File: src/rtl/ov7670_config_ctrl.sv
// OV7670 power-up and register configuration sequencer.
// Pulses the camera hardware reset, waits for power to settle, then walks a
// small register table through an external SCCB write engine. Failed writes
// are retried a bounded number of times. After the table is done, a few frames
// are discarded before done is raised to enable capture.
module ov7670_config_ctrl #(
    parameter int unsigned CLK_HZ       = 25_000_000,
    parameter int unsigned HWRST_CYCLES = CLK_HZ / 1000,
    parameter int unsigned SWRST_CYCLES = CLK_HZ / 1000,
    parameter int unsigned SKIP_FRAMES  = 2,
    parameter int unsigned MAX_RETRY    = 3
) (
    input  logic       clk,
    input  logic       rst_n,
    input  logic       start,
    input  logic       vsync,
    input  logic       sccb_ready,
    input  logic       sccb_done,
    input  logic       sccb_nack,
    output logic       sccb_req,
    output logic [7:0] sccb_addr,
    output logic [7:0] sccb_data,
    output logic       cam_reset_n,
    output logic       cam_pwdn,
    output logic       busy,
    output logic       done,
    output logic       error
);

    // ------------------------------------------------------------------------
    // Sizing
    // ------------------------------------------------------------------------
    localparam int unsigned MaxWait  = (HWRST_CYCLES > SWRST_CYCLES) ? HWRST_CYCLES
                                                                     : SWRST_CYCLES;
    localparam int unsigned WaitW    = (MaxWait < 1) ? 1 : $clog2(MaxWait + 1);
    localparam int unsigned RetryRaw = $clog2(MAX_RETRY + 1);
    localparam int unsigned RetryW   = (RetryRaw < 2) ? 2 : RetryRaw;
    localparam int unsigned IdxW     = 3;

    localparam logic [15:0] TermEntry = 16'hFFFF;
    localparam logic [15:0] SoftReset = 16'h1280;

    typedef enum logic [3:0] {
        StIdle,
        StHwrst,
        StPwrWait,
        StWrReq,
        StWrWait,
        StSwrstWait,
        StSkip,
        StDone,
        StError
    } state_e;

    // Register table, {address, data}; the terminator ends the walk.
    function automatic logic [15:0] tbl_entry(input logic [IdxW-1:0] idx);
        logic [15:0] e;
        case (idx)
            3'd0:    e = 16'h1280;  // COM7: soft reset
            3'd1:    e = 16'h1204;  // COM7: RGB output
            3'd2:    e = 16'h8C02;  // RGB444: enable, xR GB word order
            3'd3:    e = 16'hD0 | 16'h4000;  // COM15: full range, RGB565
            3'd4:    e = 16'h1100;  // CLKRC: no prescale
            default: e = TermEntry;
        endcase
        return e;
    endfunction

    // ------------------------------------------------------------------------
    // State
    // ------------------------------------------------------------------------
    state_e            state_q, state_d;
    logic [WaitW-1:0]  wait_q, wait_d;
    logic [IdxW-1:0]   idx_q, idx_d;
    logic [RetryW-1:0] retry_q, retry_d;
    logic [7:0]        frame_q, frame_d;
    logic              skip_arm_q, skip_arm_d;
    logic              req_q, req_d;
    logic [7:0]        addr_q, addr_d;
    logic [7:0]        data_q, data_d;
    logic              vs_meta_q, vs_sync_q, vs_prev_q;

    logic [15:0] entry;
    logic        frame_event;
    logic        hw_last;
    logic        sw_last;
    logic [7:0]  frame_inc;

    assign entry       = tbl_entry(idx_q);
    assign frame_event = vs_sync_q & ~vs_prev_q;
    assign hw_last     = (32'(wait_q) + 32'd1 >= HWRST_CYCLES);
    assign sw_last     = (32'(wait_q) + 32'd1 >= SWRST_CYCLES);
    // Frame counter saturates rather than wrapping.
    assign frame_inc   = (frame_q == 8'hFF) ? frame_q : frame_q + 8'd1;

    // vsync synchronizer plus edge-detect history
    always_ff @(posedge clk) begin
        if (!rst_n) begin
            vs_meta_q <= 1'b0;
            vs_sync_q <= 1'b0;
            vs_prev_q <= 1'b0;
        end else begin
            vs_meta_q <= vsync;
            vs_sync_q <= vs_meta_q;
            vs_prev_q <= vs_sync_q;
        end
    end

    // Sequencer state and datapath registers
    always_ff @(posedge clk) begin
        if (!rst_n) begin
            state_q    <= StIdle;
            wait_q     <= '0;
            idx_q      <= '0;
            retry_q    <= '0;
            frame_q    <= '0;
            skip_arm_q <= 1'b0;
            req_q      <= 1'b0;
            addr_q     <= '0;
            data_q     <= '0;
        end else begin
            state_q    <= state_d;
            wait_q     <= wait_d;
            idx_q      <= idx_d;
            retry_q    <= retry_d;
            frame_q    <= frame_d;
            skip_arm_q <= skip_arm_d;
            req_q      <= req_d;
            addr_q     <= addr_d;
            data_q     <= data_d;
        end
    end

    // Next-state logic for the sequencer
    always_comb begin
        state_d    = state_q;
        wait_d     = wait_q;
        idx_d      = idx_q;
        retry_d    = retry_q;
        frame_d    = frame_q;
        skip_arm_d = skip_arm_q;
        req_d      = 1'b0;
        addr_d     = addr_q;
        data_d     = data_q;

        unique case (state_q)
            StIdle, StDone, StError: begin
                if (start) begin
                    state_d    = StHwrst;
                    wait_d     = '0;
                    idx_d      = '0;
                    retry_d    = '0;
                    frame_d    = '0;
                    skip_arm_d = 1'b0;
                end
            end

            StHwrst: begin
                if (hw_last) begin
                    state_d = StPwrWait;
                    wait_d  = '0;
                end else begin
                    wait_d = wait_q + 1'b1;
                end
            end

            StPwrWait: begin
                if (hw_last) begin
                    state_d = StWrReq;
                    wait_d  = '0;
                end else begin
                    wait_d = wait_q + 1'b1;
                end
            end

            StWrReq: begin
                if (entry == TermEntry) begin
                    state_d    = StSkip;
                    skip_arm_d = 1'b0;
                end else if (sccb_ready) begin
                    // addr/data are latched here and held until the engine answers
                    req_d   = 1'b1;
                    addr_d  = entry[15:8];
                    data_d  = entry[7:0];
                    state_d = StWrWait;
                end
            end

            StWrWait: begin
                if (sccb_done) begin
                    if (!sccb_nack) begin
                        retry_d = '0;
                        idx_d   = idx_q + 1'b1;
                        if ({addr_q, data_q} == SoftReset) begin
                            state_d = StSwrstWait;
                            wait_d  = '0;
                        end else begin
                            state_d = StWrReq;
                        end
                    end else if (32'(retry_q) < MAX_RETRY) begin
                        retry_d = retry_q + 1'b1;
                        state_d = StWrReq;
                    end else begin
                        state_d = StError;
                    end
                end
            end

            StSwrstWait: begin
                if (sw_last) begin
                    state_d = StWrReq;
                    wait_d  = '0;
                end else begin
                    wait_d = wait_q + 1'b1;
                end
            end

            StSkip: begin
                // The first SKIP cycle only arms the counter so a stale edge
                // coinciding with entry is not taken as a frame.
                skip_arm_d = 1'b1;
                if (32'(frame_q) >= SKIP_FRAMES) begin
                    state_d = StDone;
                end else if (frame_event && skip_arm_q) begin
                    frame_d = frame_inc;
                    if (32'(frame_inc) >= SKIP_FRAMES) begin
                        state_d = StDone;
                    end
                end
            end

            default: begin
                state_d = StIdle;
            end
        endcase
    end

    // Outputs decoded from state and registered datapath
    always_comb begin
        sccb_req    = req_q;
        sccb_addr   = addr_q;
        sccb_data   = data_q;
        cam_reset_n = (state_q != StHwrst);
        // Power-down is only held after reset, before the first start.
        cam_pwdn    = (state_q == StIdle);
        busy        = !((state_q == StIdle) || (state_q == StDone) || (state_q == StError));
        done        = (state_q == StDone);
        error       = (state_q == StError);
    end

endmodule

File: config.mk
export PLATFORM = sky130hd
export DESIGN_NAME = ov7670_config_ctrl
export DESIGN_NICKNAME = d
export VERILOG_FILES = /design/src/rtl/ov7670_config_ctrl.sv
export SDC_FILE = /design/constraint.sdc
export NUM_CORES = 1
export LEC_CHECK = 0
export CORE_MARGIN = 2
export CORE_UTILIZATION = 35
export DETAILED_ROUTE_END_ITERATION = 10
export GPL_ROUTABILITY_DRIVEN = 0
export REMOVE_ABC_BUFFERS = 1
export SLEW_MARGIN = 5
export SYNTH_ARGS = -nofsm -noshare
export SYNTH_HDL_FRONTEND = slang
export SYNTH_SLANG_ARGS = --single-unit
export TNS_END_PERCENT = 30
File: constraint.sdc
create_clock -name clk -period 2.6 [get_ports clk]
set_input_delay 0.78 -clock clk [delete_from_list [all_inputs] [get_ports clk]]
set_output_delay 0.78 -clock clk [all_outputs]
set_load 0.03 [all_outputs]
# Yosys cells after proc, flatten, opt, wreduce, memory -nomap -nowiden
# Index checks and enable logic that the tools add are counted.
# totals
reg_bits	53
input_bits	7
out_inout_bits	22
wordCells	114
# classes
addsub	5
magnitude_cmp	4
n_eq_ne	29
n_mux	38
bitwise_logic	5
reduce_logical	21
# op_table
operator	count
16-bit one-hot mux with 5 select lines	1
15-bit 2-to-1 mux	5
15-bit one-hot mux with 3 select lines	1
4-bit 2-to-1 mux	11
8-bit 2-to-1 mux	4
4-bit one-hot mux with 6 select lines	1
15-bit by 1-bit adder with 16-bit output, second input constant	1
16-bit by 13-bit == test with 1-bit output, second input constant	1
16-bit == test, second input constant	1
4-bit by 3-bit == test with 1-bit output, second input constant	4
16-bit by 15-bit greater-or-equal comparator with 1-bit output, second input constant	1
8-bit by 2-bit greater-or-equal comparator with 1-bit output, second input constant	2
2-bit != test, second input constant	8
8-bit one-hot mux with 2 select lines	1
15-bit by 1-bit adder with 15-bit output, second input constant	1
3-bit 2-to-1 mux	4
3-bit != test, second input constant	4
4-bit AND reduction	3
3-bit OR reduction	3
8-bit by 1-bit adder with 8-bit output, second input constant	1
4-bit by 2-bit == test with 1-bit output, second input constant	2
8-bit == test, second input constant	1
2-bit 2-to-1 mux	4
7-bit AND reduction	1
other kinds (26)	36

# Depth between registers and ports, before layout
# Gate-level depths: netlist of the first run.
# depth
word_depth	7
mapped_depth	8
ltp_nobuf	8

# Worst setup path before layout of the first run
# No wires, ideal clock.
# synth_path
path_kind	input to register
from	in sccb_nack
to	reg wait_q[10]
setup_ns	0.122
t_arrival_ns	2.247
required_time_ns	2.478
path_slack_ns	0.231
cell_stages	7
n_path_buf	1
path_cell_list	nor4b_1 -> nand4_1 -> a311oi_1 -> buf_2 -> o31ai_1 -> a21oi_1 -> o22ai_1
# synth_via
elab_chain_len	2
# synth_lines
element	line_no	rtl
start: declaration	19	input logic sccb_nack,
2-bit != test (no source line)	-	
5-bit AND reduction (no source line)	-	
end signal: assignment	123	wait_q <= wait_d;
end: declaration	73	logic [WaitW-1:0] wait_q, wait_d;
# Every way passes these cells.
# A chain may end at the register's enable or synchronous reset.

# Worst setup path after layout of the first run
# layout_path
from	reg state_q[1]
to	out cam_pwdn
# layout_via
elab_chain_len	1
# layout_lines
element	line_no	rtl
start: declaration	72	state_e state_q, state_d;
start signal: assignment	112	state_q <= StIdle;
start signal: assignment	122	state_q <= state_d;
4-bit logical NOT	245	cam_pwdn = (state_q == StIdle);
end: declaration	24	output logic cam_pwdn,
# Every way passes these cells.

==> out/results.ini, run 1 <==
[critical_path]
start_kind = flop
cp.arrival_ps = 1680
cpPeakStageDelay_ps = 720
critPathMaxFanout = 9
crit_start = state_q[1]
crit_chain = nor4_1, clkdlybuf4s50_1
crit_slowest_cell = clkdlybuf4s50_1
r2r_start = idx_q[1]
crit_type = flop to primary output
crit_path_end_kind = primary output
worstPathRequired_ps = 1820

[pwr]
swShare_pct = 42.61
p_per_area_nw_per_um2 = 793.9
clock_power_share_pct = 14.5
vdd.ir_drop.worst_mv = 0.8159
intPower_mw = 1.687
power.leakage_nw = 1.445
p_switching_mw = 1.252
pwr-share-comb_pct = 58.4
pwr-share-seq_pct = 27.1

[grt]
antenna_found_initial = 0
grt.total_usage_pct = 16.85
grt_max_degree = 17
grt_pass1_wl_um = 12570
grt_pass1_vias = 2584
overflow = 0

[sta]
slew_viol_final = 0
fin_crit_ps = 2457
finClkSkew_ps = 10.05
hold_ws_ps = 469.6
max_slew_margin_pct = 64.90
setup_viol = 0
period_share_pct = 94.51
tightest_slew_ps = 521.7
setup_ws_ps = 142.7
tns_ps = 0
final_hold_viol_count = 0
rsz0062_at_grt = true
max_clock_freq_mhz = 406.9

[routing]
antenna_left = 0
drt-initial-drc-count = 126
post_drt_wl_per_cell_um = 14.37
finalWirelength_um = 7500
dr.pass1.iters = 7
via_count = 2866
viasPerCell = 5.490
drc = 0

[logic_synthesis]
ys_seq_elements = 45
synthFlopType = dfxtp_1
ys_types = 68
async_flop_share_pct = 0
ys_seq_area_share_pct = 30.28
synth_edf_count = 0
ys_warn_count = 0
synth_area_leaders = dfxtp_1 30%, nand2_1 4.4%, ha_1 3.8%
synth_top_area_share_pct = 30.28
syn_inst = 363
syn_avg_cell_area_um2 = 8.197
netlist_area_um2 = 2975
synth_area_leader_cell = dfxtp_1

[clock_network]
hold_buffers = 0
cts-root-buf = clkbuf_8
cts_tree = done
cts_setup_buffers = 0
numClockSinks = 45
clk_latency_ps = 300
cts_inserted_buffers = 5
path_clk_slew_ps = 90
cts_resized = 2
htreeDepth = 2
cts_buffer_depth = 2

[flow_run]
cap_violations = 0

[placement]
port_buffers = 28
hpwl_um = 5773
post-place-ws_ps = -266.6

[final_layout]
antennaDiodeCount = 0
regArea_um2 = 902.1
num-nets-final = 432
multi_input_area_um2 = 1911
layout_common_cells = 46 x buf_4, 44 x dfxtp_1, 35 x nand2_1
syn_to_final_growth_pct = 24.43
drive_gt1_share_pct = 17.75
final_common_cell = buf_4
fillCellCount = 796

[floorplanning]
num_rows = 33
dieHeight_um = 96.20
core-area_um2 = 8217
dieArea_um2 = 9254
die_x_um = 96.20
pin_count = 29
start_util_pct = 36.21

[worst_hold_path]
min-delay-start = vs_sync_q
hp-class = flop to flop

[status]
status = complete, no violations

-- through the flow --
stage / cells / total power, mW / utilization, % / instance area [um2]
floorplan: 334 / 1.804 / - / 2823
global placement: 514 / 2.493 / 43.81 / 3600
detailed placement: 514 / 2.515 / 43.81 / 3600
CTS: 522 / 2.936 / 44.78 / 3680
global route: 522 / 3.148 / 45.06 / 3702
finish: 522 / 2.939 / 45.06 / 3702
-- power by group through the flow --
| stage | Combinational, mW | Clock [mW] | Sequential, mW |
|---|---|---|---|
| floorplan | 0.941 | 0 | 0.863 |
| global placement | 1.68 | 0 | 0.808 |
| detailed placement | 1.70 | 0 | 0.812 |
| CTS | 1.70 | 0.444 | 0.796 |
| global route | 1.87 | 0.473 | 0.807 |
| finish | 1.72 | 0.427 | 0.797 |
-- final cells by class --
class                      instances  share of cell area, %
clock inverter                     2                 0.2704
tap                              105                  3.548
inverter                           8                 0.8111
clock buffer                       6                  1.960
sequential                        45                  24.37
multi-input combinational        281                  51.61
timing repair buffer              75                  17.44
-- path summary, 6_finish.rpt --
check	slack (ps)	to	cells past startpoint
min	470	vs_prev_q	1
min reg2reg	470	vs_prev_q	1
max reg2reg	200	state_q[0]	8
max	140	cam_pwdn	2
-- cells in the mapped netlist, drive strengths merged (9+ instances only) --
cell and number:
a21oi 16, and2 15, buf 17, clkbuf 12, dfxtp 45, ha 9
nand2 35, nand3 19, nand3b 13, nor2 24, nor2b 14, nor3 16
o21ai 12, o22ai 10, o31ai 11
-- sequential cells by signal, indices dropped and copies added, names as in the netlist --
signal      flops
frame_q         8
idx_q           3
retry_q         2
sccb_addr       6
sccb_data       2
sccb_req        1
skip_arm_q      1
state_q         4
vs_meta_q       1
vs_prev_q       1
vs_sync_q       1
wait_q         15
-- worst max-delay path, delay by kind of cell, from the launching register on --
kind | cells | cell delay (ps)
flip-flops | 1 | 400
AND/OR/NAND/NOR | 1 | 260
buffers and inverters | 1 | 720
-- logic make-up (layout without fill, tap and decap cells) --
logic type / Yosys count / count (layout) / synth area share (%)
flip-flops: 45 / 45 / 30.28
AO/OA/AOI/OAI: 85 / 85 / 21.28
adder cells (fa/ha/maj): 9 / 9 / 3.785
buffers and inverters: 37 / 91 / 6.139
multiplexers: 7 / 7 / 2.397
AND/OR/NAND/NOR: 177 / 177 / 35.24
XOR/XNOR: 3 / 3 / 0.8833
-- layer usage --
layer  up-vias  track usage [%]  part of all wire, %
met5         -                0                    0
met4         0            4.048                 0.83
met3         6            1.958                  2.7
met2        46            25.98                   46
met1      1364            24.85                   50
li1       1450                -                    -
Note: power is estimated with default switching activity, not from simulation.
==> run 2: changes to the inputs <==
Settings changed: CTS_BUF_LIST from default to sky130_fd_sc_hd__clkbuf_16, DONT_BUFFER_PORTS from default to 1, SLEW_MARGIN 5 to 20.
==> out/results.ini, run 2 (synthesized netlist as in run 1, its figures left out) <==
[grt]
grt.total_usage_pct = 16.32
grt_max_degree = 54
grt_pass1_vias = 2439
antenna_found_initial = 0
overflow = 0
grt_pass1_wl_um = 11830

[final_layout]
fin_util_pct = 40.87
final_common_cell = dfxtp_1
largest_reg_flops = 15
antennaDiodeCount = 0
syn_to_final_growth_pct = 12.87
top_register = wait_q
num-nets-final = 386
layout.cells.non_filler = 476
drive_gt1_share_pct = 15.09
finalInstanceArea_um2 = 3358
layout_common_cells = 45 x dfxtp_1, 35 x nand2_1, 29 x buf_4
fillCellCount = 811

[placement]
place_area_um2 = 3172
dpl.cell_count = 468
port_buffers = 0
hpwl_um = 5088

[critical_path]
start_kind = flop
r2r_start = wait_q[0]
crit_type = flop to flop
r2r_slack_ps = 200
r2r_cells = 8
cp.arrival_ps = 2620
r2r_end = state_q[3]
worstPathRequired_ps = 2820
critPathMaxFanout = 8
crit_path_end_kind = flop

[worst_hold_path]
hp-class = flop to flop
min_to = vs_prev_q
min-delay-start = vs_sync_q
worstHoldPathCells = 1

[sta]
tightest_slew_ps = 590.8
finClkSkew_ps = 8.209
setup_viol = 0
tns_ps = 0
rsz0062_at_grt = true
max_clock_freq_mhz = 416.5
fin_crit_ps = 2401
max_slew_margin_pct = 60.25
period_share_pct = 92.35
final_hold_viol_count = 0
slew_viol_final = 0
hold_ws_ps = 448.2

[clock_network]
path_clk_slew_ps = 70
cts_buffer_depth = 2
cts_tree = done
cts-root-buf = clkbuf_16
clk_latency_ps = 290
hold_buffers = 0
htreeDepth = 2
cts_inserted_buffers = 5
cts_resized = 0
numClockSinks = 45
cts_setup_buffers = 0

[routing]
dr.pass1.iters = 4
finalWirelength_um = 7064
drc = 0
post_drt_wl_per_cell_um = 14.84
viasPerCell = 5.559
via_count = 2646
antenna_left = 0
drt-initial-drc-count = 145

[floorplanning]
core-area_um2 = 8217
start_util_pct = 36.21
pin_count = 29
dieArea_um2 = 9254
dieHeight_um = 96.20
num_rows = 33
die_x_um = 96.20

[flow_run]
cap_violations = 0

[pwr]
p_per_area_nw_per_um2 = 909.1
vdd.ir_drop.worst_mv = 0.6655
power.leakage_nw = 1.263

[status]
status = complete, no violations

-- run 2: worst max path at each step --
stage              start         end  slack [ps]  cells past startpoint
6_report       wait_q[0]  state_q[3]         200                      8
4_1_cts        wait_q[0]  state_q[2]          90                      8
3_3_place_gp   wait_q[0]  state_q[2]         170                      8
2_1_floorplan  wait_q[7]  wait_q[11]        -550                      6
3_5_place_dp   wait_q[0]  state_q[2]         120                      8
5_1_grt        wait_q[0]   wait_q[8]         -10                      8
-- run 2: where the power goes --
part	total (mW)	internal [mW]	leakage (nW)	switching, mW
registers	0.839	0.742	0.364	0.0970
logic	1.47	0.617	0.814	0.849
clock network	0.749	0.461	0.0848	0.288
total	3.05	1.82	1.26	1.23
-- run 2: per-stage QoR --
stage               power (mW)  setup WS (ps)
global placement         2.279          173.2
global route             3.262         -14.28
finish                   3.053          198.9
detailed placement       2.296          119.0
CTS                      3.056          87.42
floorplan                1.804         -550.8
-- run 2: area by class of cell --
cell class	instances	area, um2	area share [%]
clock buffers	5	125.1	3.726
clock inverters	3	47.55	1.416
repair buffers	29	217.7	6.483
multi-input cells	281	1906	56.74
well taps	105	131.4	3.912
inverters	8	30.03	0.8942
flip-flops and latches	45	900.9	26.83
-- run 2: worst max-delay path: stages, from the launching register on --
cell	delay, ps
dfxtp_1	410
ha_2	280
nand3_2	170
or4_1	540
nand3_1	150
nor4_4	70
buf_4	180
a211oi_4	310
mux2i_1	220
-- run 2: metal layers --
metal	vias to the layer above	global-route usage, %	part of all wire, %
met3	8	3.367	5.0
met1	1235	22.34	48
met5	-	0	0
li1	1352	-	-
met4	0	5.238	1.4
met2	51	25.58	46
